==> config.mk <==
export PLATFORM = sky130hd
export DESIGN_NAME = snn_layer_seq
export DESIGN_NICKNAME = d
export VERILOG_FILES = /design/src/rtl/snn_seq_pkg.sv /design/src/rtl/snn_seq_wdog.sv /design/src/rtl/snn_layer_seq.sv
export SDC_FILE = /design/constraint.sdc
export NUM_CORES = 1
export LEC_CHECK = 0
export CAP_MARGIN = 10
export CORE_MARGIN = 3
export CORE_UTILIZATION = 43
export CTS_CLUSTER_DIAMETER = 120
export CTS_CLUSTER_SIZE = 16
export DETAILED_ROUTE_END_ITERATION = 10
export GPL_ROUTABILITY_DRIVEN = 0
export PLACE_DENSITY = 0.73
export SKIP_LAST_GASP = 1
export SLEW_MARGIN = 10
export SYNTH_ARGS = -nofsm -noshare
export SYNTH_HDL_FRONTEND = slang
export SYNTH_HIERARCHICAL = 1
export SYNTH_SLANG_ARGS = --single-unit
export TNS_END_PERCENT = 5
==> constraint.sdc <==
create_clock -name clk -period 1.5 [get_ports clk]
set_clock_uncertainty 0.05 [all_clocks]
set_input_delay 0.225 -clock clk [delete_from_list [all_inputs] [get_ports clk]]
set_output_delay 0.225 -clock clk [all_outputs]
set_load 0.01 [all_outputs]
==> src/rtl/snn_seq_pkg.sv <==
// Shared definitions for the SNN layer sequencer: state encoding and default watchdog limit.
package snn_seq_pkg;

  localparam logic [2:0] ST_IDLE  = 3'd0;
  localparam logic [2:0] ST_CLR   = 3'd1;
  localparam logic [2:0] ST_ISSUE = 3'd2;
  localparam logic [2:0] ST_WAIT  = 3'd3;
  localparam logic [2:0] ST_ADV   = 3'd4;
  localparam logic [2:0] ST_FIN   = 3'd5;

  typedef enum logic [2:0] {
    S_IDLE  = ST_IDLE,
    S_CLR   = ST_CLR,
    S_ISSUE = ST_ISSUE,
    S_WAIT  = ST_WAIT,
    S_ADV   = ST_ADV,
    S_FIN   = ST_FIN
  } seq_state_e;

  localparam int TO_CYCLES_DEF = 4096;

endpackage

==> src/rtl/snn_seq_wdog.sv <==
// Per-layer wait watchdog: counts enabled cycles, clears synchronously, flags the
// last permitted cycle. Built only when SNN_SEQ_WDOG_EN is defined.
module snn_seq_wdog
  import snn_seq_pkg::*;
#(
  parameter int TC = TO_CYCLES_DEF,
  parameter int CW = $clog2(TC + 1)
) (
  input  logic clk,
  input  logic rst_n,
  input  logic i_en,
  input  logic i_clr,
  output logic o_tc
);

  logic [CW-1:0] r_cnt;
  logic          w_last;

  assign w_last = (r_cnt == CW'(TC - 1));
  assign o_tc   = i_en & w_last;

  // Cycle counter; saturates at the terminal value instead of wrapping.
  always_ff @(posedge clk or negedge rst_n) begin
    if (!rst_n) begin
      r_cnt <= '0;
    end else if (i_clr) begin
      r_cnt <= '0;
    end else if (i_en && !w_last) begin
      r_cnt <= r_cnt + CW'(1);
    end else begin
      r_cnt <= r_cnt;
    end
  end

endmodule

==> src/rtl/snn_layer_seq.sv <==
// Network-level scheduler: clears membranes, then sweeps start/done handshakes over
// every layer for T_STEPS timesteps. Optional watchdog: define SNN_SEQ_WDOG_EN.
module snn_layer_seq
  import snn_seq_pkg::*;
#(
  parameter int N_LAYERS  = 3,
  parameter int T_STEPS   = 8,
  parameter int TW        = 4,
  parameter int LW        = 2,
  parameter int TO_CYCLES = TO_CYCLES_DEF
) (
  input  logic                clk,
  input  logic                rst_n,
  input  logic                i_run,
  input  logic [N_LAYERS-1:0] i_layer_done,
  output logic [N_LAYERS-1:0] o_layer_start,
  output logic                o_mem_clr,
  output logic [TW-1:0]       o_tstep,
  output logic [LW-1:0]       o_layer_idx,
  output logic                o_busy,
  output logic                o_done,
  output logic                o_err
);

  seq_state_e          r_state;
  seq_state_e          w_state_nxt;
  logic [TW-1:0]       r_tstep;
  logic [TW-1:0]       w_tstep_nxt;
  logic [LW-1:0]       r_layer_idx;
  logic [LW-1:0]       w_idx_nxt;
  logic                r_err;
  logic                w_err_nxt;
  logic [N_LAYERS-1:0] w_sel;
  logic [N_LAYERS-1:0] w_sel_nxt;
  logic                w_sel_done;
  logic                w_wdog_tc;
  logic [N_LAYERS-1:0] r_layer_start;
  logic                r_mem_clr;
  logic                r_busy;
  logic                r_done;

`ifdef SNN_SEQ_WDOG_EN
  snn_seq_wdog #(
    .TC (TO_CYCLES)
  ) u_wdog (
    .clk   (clk),
    .rst_n (rst_n),
    .i_en  (r_state == S_WAIT),
    .i_clr (r_state != S_WAIT),
    .o_tc  (w_wdog_tc)
  );
`else
  assign w_wdog_tc = 1'b0;
`endif

  // One-hot decode of the current layer index; masks out non-selected done bits.
  always_comb begin
    w_sel = '0;
    for (int i = 0; i < N_LAYERS; i++) begin
      w_sel[i] = (r_layer_idx == LW'(i));
    end
  end

  // One-hot decode of the next layer index, used to register the start pulse.
  always_comb begin
    w_sel_nxt = '0;
    for (int i = 0; i < N_LAYERS; i++) begin
      w_sel_nxt[i] = (w_idx_nxt == LW'(i));
    end
  end

  assign w_sel_done = |(i_layer_done & w_sel);

  // Next-state and counter update logic.
  always_comb begin
    w_state_nxt = r_state;
    w_tstep_nxt = r_tstep;
    w_idx_nxt   = r_layer_idx;
    w_err_nxt   = r_err;
    case (r_state)
      S_IDLE: begin
        if (i_run) begin
          w_state_nxt = S_CLR;
          w_tstep_nxt = '0;
          w_idx_nxt   = '0;
          w_err_nxt   = 1'b0;
        end else begin
          w_state_nxt = S_IDLE;
        end
      end
      S_CLR:   w_state_nxt = S_ISSUE;
      S_ISSUE: w_state_nxt = S_WAIT;
      S_WAIT: begin
        // A real done wins over a watchdog expiry in the same cycle.
        if (w_sel_done) begin
          w_state_nxt = S_ADV;
        end else if (w_wdog_tc) begin
          w_state_nxt = S_FIN;
          w_err_nxt   = 1'b1;
        end else begin
          w_state_nxt = S_WAIT;
        end
      end
      S_ADV: begin
        if (r_layer_idx != LW'(N_LAYERS - 1)) begin
          w_idx_nxt   = r_layer_idx + LW'(1);
          w_state_nxt = S_ISSUE;
        end else if (r_tstep != TW'(T_STEPS - 1)) begin
          w_tstep_nxt = r_tstep + TW'(1);
          w_idx_nxt   = '0;
          w_state_nxt = S_ISSUE;
        end else begin
          w_state_nxt = S_FIN;
        end
      end
      S_FIN:   w_state_nxt = S_IDLE;
      default: w_state_nxt = S_IDLE;
    endcase
  end

  // State, counters and Moore outputs, registered from the next-state decode.
  always_ff @(posedge clk or negedge rst_n) begin
    if (!rst_n) begin
      r_state       <= S_IDLE;
      r_tstep       <= '0;
      r_layer_idx   <= '0;
      r_err         <= 1'b0;
      r_layer_start <= '0;
      r_mem_clr     <= 1'b0;
      r_busy        <= 1'b0;
      r_done        <= 1'b0;
    end else begin
      r_state       <= w_state_nxt;
      r_tstep       <= w_tstep_nxt;
      r_layer_idx   <= w_idx_nxt;
      r_err         <= w_err_nxt;
      r_layer_start <= (w_state_nxt == S_ISSUE) ? w_sel_nxt : '0;
      r_mem_clr     <= (w_state_nxt == S_CLR);
      r_busy        <= (w_state_nxt != S_IDLE);
      r_done        <= (w_state_nxt == S_FIN);
    end
  end

  assign o_layer_start = r_layer_start;
  assign o_mem_clr     = r_mem_clr;
  assign o_tstep       = r_tstep;
  assign o_layer_idx   = r_layer_idx;
  assign o_busy        = r_busy;
  assign o_done        = r_done;
  assign o_err         = r_err;

endmodule

**Yosys cells after proc, flatten, opt, wreduce, memory -nomap -nowiden**

Index checks and enable logic that the tools add are counted.

- Output and inout bits: 13
- Register bits after elaboration: 15
- Input bits: 6
- Word-level logic and storage cells: 47

- Add/sub/neg operators: 2
- Reductions and logical operators: 7
- Equal/unequal tests: 16
- Bitwise gates (word level): 1
- Multiplexer cells: 14

Operators by type and width:

| kind | count |
|---|---|
| $pmux W3 S5 | 1 |
| $mux W3 | 4 |
| $mux W4 | 3 |
| $eq A3 B2 Y1 const B | 3 |
| $ne A2 B2 Y1 const B | 4 |
| $pmux W4 S2 | 1 |
| $eq A3 B1 Y1 const B | 2 |
| $eq A3 B3 Y1 const B | 2 |
| $mux W2 | 3 |
| $add A4 B1 Y4 const B | 1 |
| $eq A2 B1 Y1 const B | 2 |
| $eq A2 B2 Y1 const B | 2 |
| $logic_not A2 Y1 | 2 |
| $ne A4 B3 Y1 const B | 1 |
| $pmux W2 S2 | 1 |
| $reduce_and A4 Y1 | 1 |
| $and A3 B3 Y3 | 1 |
| $logic_not A3 Y1 | 1 |
| $reduce_bool A3 Y1 | 1 |
| $reduce_or A3 Y1 | 1 |
| $add A2 B1 Y2 const B | 1 |
| $reduce_bool A2 Y1 | 1 |
| $mux W1 | 1 |

**Longest topological paths before layout**

- Depth after elaboration: 7
- Gate-level depth with buffers: 6
- Gate-level depth less buffers: 5

**Worst setup path after synthesis**

Ideal clock, no wire load.

- Path type: register -> register
- Start point: register r_tstep[0] (netlist: o_tstep[0])
- End point: register r_tstep[3] (netlist: o_tstep[3])
- Period minus slack after synthesis: 1.542 ns
- Required time: 1.381 ns
- Path buffers: 0
- Setup time: 0.069 ns
- Data arrival time: 1.423 ns
- Stages on the path, launching flop included: 6
- Setup slack: -0.042 ns
- Cells stage by stage: dfrtp_1 > ha_1 > inv_1 > o211ai_4 > or4_1 > nand3_1

- Longest elaborated chain between the ends: 4
- Elaborated cells between the ends (all ways): 7
- Classes of those cells: add/sub (1); eq/ne (2); mux (3); reduce/logical (1)

RTL lines:

| item | RTL line | source |
|---|---|---|
| from (decl) | snn_layer_seq.sv:27 | `logic [TW-1:0] r_tstep;` |
| from (signal assigned) | snn_layer_seq.sv:134 | `r_tstep <= w_tstep_nxt;` |
| $add A4 B1 Y4 | snn_layer_seq.sv:109 | `w_tstep_nxt = r_tstep + TW'(1);` |
| $mux W4 | snn_layer_seq.sv:108 | `end else if (r_tstep != TW'(T_STEPS - 1)) begin` |
| $mux W4 | snn_layer_seq.sv:105 | `if (r_layer_idx != LW'(N_LAYERS - 1)) begin` |
| $pmux W4 S2 | snn_layer_seq.sv:80 | `case (r_state)` |

Several ways; a longest one is shown, not always the timed one. The select of a mux whose other input is x is not followed.
A chain may end at the register's enable or synchronous reset.

**Final worst setup path**

- Start point: register r_tstep[0] (netlist: o_tstep[0])
- End point: output port o_tstep[0]

RTL lines:

| item | RTL line | source |
|---|---|---|
| to (decl) | snn_layer_seq.sv:18 | `output logic [TW-1:0] o_tstep,` |

No word-level cell between the ends.

==> results.py <==
metrics = {
    "detailed_routing": {
        "dr.first_iter.drc_count": 24,
        "vias": 770,
        "route.detailed.drc": 0,
        "drt-total-wl_um": 1946,
        "wl_per_cell_um": 12.97,
        "drtAntennaViolNets": 0,
        "drt-vias-per-instance": 5.133,
        "drtPass1Iterations": 4,
    },
    "power_and_ir_drop": {
        "pwr-share-comb": 0.566,
        "p_int_uw": 1241,
        "total_power_uw": 2034,
        "leakage_uw": 0.0005117,
        "clkPwrFrac": 0.112,
        "ir_drop_uv": 989.5,
        "power_density_mw_per_mm2": 1742,
        "netSwitchingFraction": 0.3900,
        "power.switching_uw": 793.3,
        "power_frac_seq": 0.322,
    },
    "timing": {
        "layout_min_cycle_time_ns": 1.585,
        "setup_tns_ns": -0.2082,
        "setup_ws_ns": -0.08545,
        "max_freq_mhz": 630.7,
        "fin_crit_sh": 1.057,
        "rsz0062_at_grt": "true",
        "final_max_slew_viol_count": 0,
        "hold_viol": 0,
        "finalSetupViolCount": 4,
    },
    "logic_synthesis": {
        "yosysWarnings": 6,
        "synth_top_family_by_area": "simple AND/OR/NAND/NOR gates",
        "muxShareOfSynthArea": 0.01192,
        "synth_compound_area_frac": 0.2221,
        "synthCells": 92,
        "synth_top_cells_by_area": "dfrtp_1, nand2_1, nor2_1",
        "yosys.area_share.simple": 0.2444,
        "yosys.cell_types.count": 35,
        "seq_area_frac_synth": 0.4471,
        "synthAdderAreaFrac": 0.01490,
        "synthXorXnorAreaFrac": 0,
        "avgSynthCellArea_um2": 9.126,
        "async_flop_share": 1.000,
        "yosys.area.top_type": "dfrtp_1",
        "synth_edf_count": 0,
        "synth_top_cell_area_share": 0.4471,
        "synth.net_count": 99,
        "synth_area_um2": 839.6,
        "synth_seq_cells": 15,
        "synthFlopType": "dfrtp_1",
    },
    "clocking": {
        "cts_tree": "yes",
        "clk-insertion-delay-late_ns": 0.28,
        "cts_buffers": 3,
        "cts_root_buf": "clkbuf_4",
        "h-tree-depth": 1,
        "path_clk_slew_ns": 0.09,
        "clock_sinks": 15,
        "clock_path_buffers": 2,
    },
    "floorplan": {
        "die_x_um": 50.19,
        "initial_core_util": 0.4709,
        "die_y_um": 50.19,
        "ios": 19,
        "die-area_mm2": 0.002519,
        "rows": 15,
        "core_area_mm2": 0.001783,
    },
    "setup_path": {
        "setup.worst_path.class": "reg2out",
        "cp_cell_sequence": "buf_4 -> clkdlybuf4s50_1",
        "cp.required_ns": 1.22,
        "critical_path_arrival_ns": 1.31,
        "cp-end-kind": "output port",
        "slowest_delay_ns": 0.48,
        "crit_path_max_fanout": 5,
        "cp-start-kind": "register",
        "slowest_stage": "clkdlybuf4s50_1",
    },
    "placement": {
        "port_buffers": 17,
        "hpwlAfterDp_um": 1478,
        "dpl_cell_area_mm2": 0.001130,
    },
    "job": {
        "maxCapViolCount": 0,
    },
    "global_route": {
        "grt_start_max_net_pins": 16,
        "grt_pass1_vias": 746,
        "antenna_found_initial": 0,
        "track_usage": 0.1746,
        "grt_first_pass_wirelength_um": 3291,
        "grt_overflow": 0,
    },
    "final_layout": {
        "layout_commonest_cell": "buf_4",
        "nNetsFinal": 133,
        "mostFrequentLayoutCells": "buf_4, clkdlybuf4s50_1, dfrtp_1",
        "multi_input_area_um2": 420.4,
        "fill_cells": 157,
        "regArea_um2": 379.1,
        "n_antenna_cell": 0,
        "drive_gt1_frac": 0.2480,
        "syn2layout_area_growth_pct": 39.05,
        "stdcell_area_mm2": 0.001167,
    },
    "worst_hold_path": {
        "min_path_type": "in2async",
    },
    "run_status": {
        "status": "finished with violations",
        "failed_checks": "negative setup slack",
    },
}
## per-stage QoR
stage,util,cells,hold slack [ns],worst slack [ns]
after floorplan,-,92,-0.1206,0.01887
after global placement,0.6337,145,0.5075,0.05157
after detailed placement,0.6337,145,0.5087,-0.01264
after CTS,0.6484,149,0.2005,-0.1041
after global routing,0.6547,150,0.1979,-0.1393
final,0.6547,150,0.2019,-0.08545
## cells in the mapped netlist, drive strengths merged (2+ instances only)
library cell and count:
o211ai 5, buf 4, o21ai 4, dfrtp 15, a31oi 2, o22ai 3, nor2b 3, or2 2
nand2 11, a21oi 4, a22oi 2, nor3 2, nand3 3, inv 3, a21o 2, nor2 10
nand2b 4
## layout make-up
class | instances | share of cell area
timing repair buffer | 34 | 0.2562
multi-input combinational | 69 | 0.3601
tap | 25 | 0.02680
sequential | 15 | 0.3248
inverter | 3 | 0.009646
clock buffer | 4 | 0.02251
## metal layers
metal  share of wire  up-vias  global-route usage
li1                -      393                   -
met1            0.45      355              0.2152
met2            0.49       20              0.2935
met3           0.059        2             0.02967
met4          0.0087        0             0.08295
met5               0        -                   0
## sequential cells by signal (all words and copies together), names as in the netlist
name and cells:
o_busy 1, o_done 1, o_layer_idx 2, o_layer_start 3
o_mem_clr 1, o_tstep 4, r_state 3
## worst max-delay path, delay by kind of cell, from the launching register on
kind,cells,cell delay (ns)
buffers and inverters,2,0.63
flip-flops,1,0.41
## cells by family (layout without fill, tap and decap cells)
| logic type | Yosys count | in the layout |
|---|---|---|
| AOI/OAI and AO/OA | 26 | 26 |
| DFF | 15 | 15 |
| buffers and inverters | 8 | 41 |
| and+or+nand+nor | 40 | 40 |
| muxes | 1 | 1 |
| other | 1 | 1 |
| adders and majority gates | 1 | 1 |
## power by group through the flow
stage	Sequential, uW	Combinational (uW)	Clock (uW)
2_1_floorplan	710	579	0
3_3_place_gp	664	1110	0
3_5_place_dp	669	1120	0
4_1_cts	665	1120	240
5_1_grt	680	1270	260
6_report	654	1150	228
## worst paths after layout
| kind | from | slack (ns) | depth (start not counted) | to |
|---|---|---|---|---|
| max in group asynchronous | rst_n | 1.01 | 2 | o_tstep[0] |
| worst min-delay path | rst_n | 0.20 | 2 | o_mem_clr |
| min in group clk | r_state[1] | 0.52 | 2 | o_layer_start[2] |
| worst min register to register | r_state[1] | 0.52 | 2 | o_layer_start[2] |
| worst max register to register | r_state[2] | 0.02 | 3 | o_tstep[3] |
| worst max-delay path | o_tstep[0] | -0.09 | 2 | o_tstep[0] |
## timing repair
action / in CTS / in global routing
setup buffers: 0 / 1
hold buffers: 0 / 0
pin swaps: 0 / 0
setup endpoints to repair: 7 / 10
gates resized for setup: 2 / 2
Power figures use the tool's default switching activity.
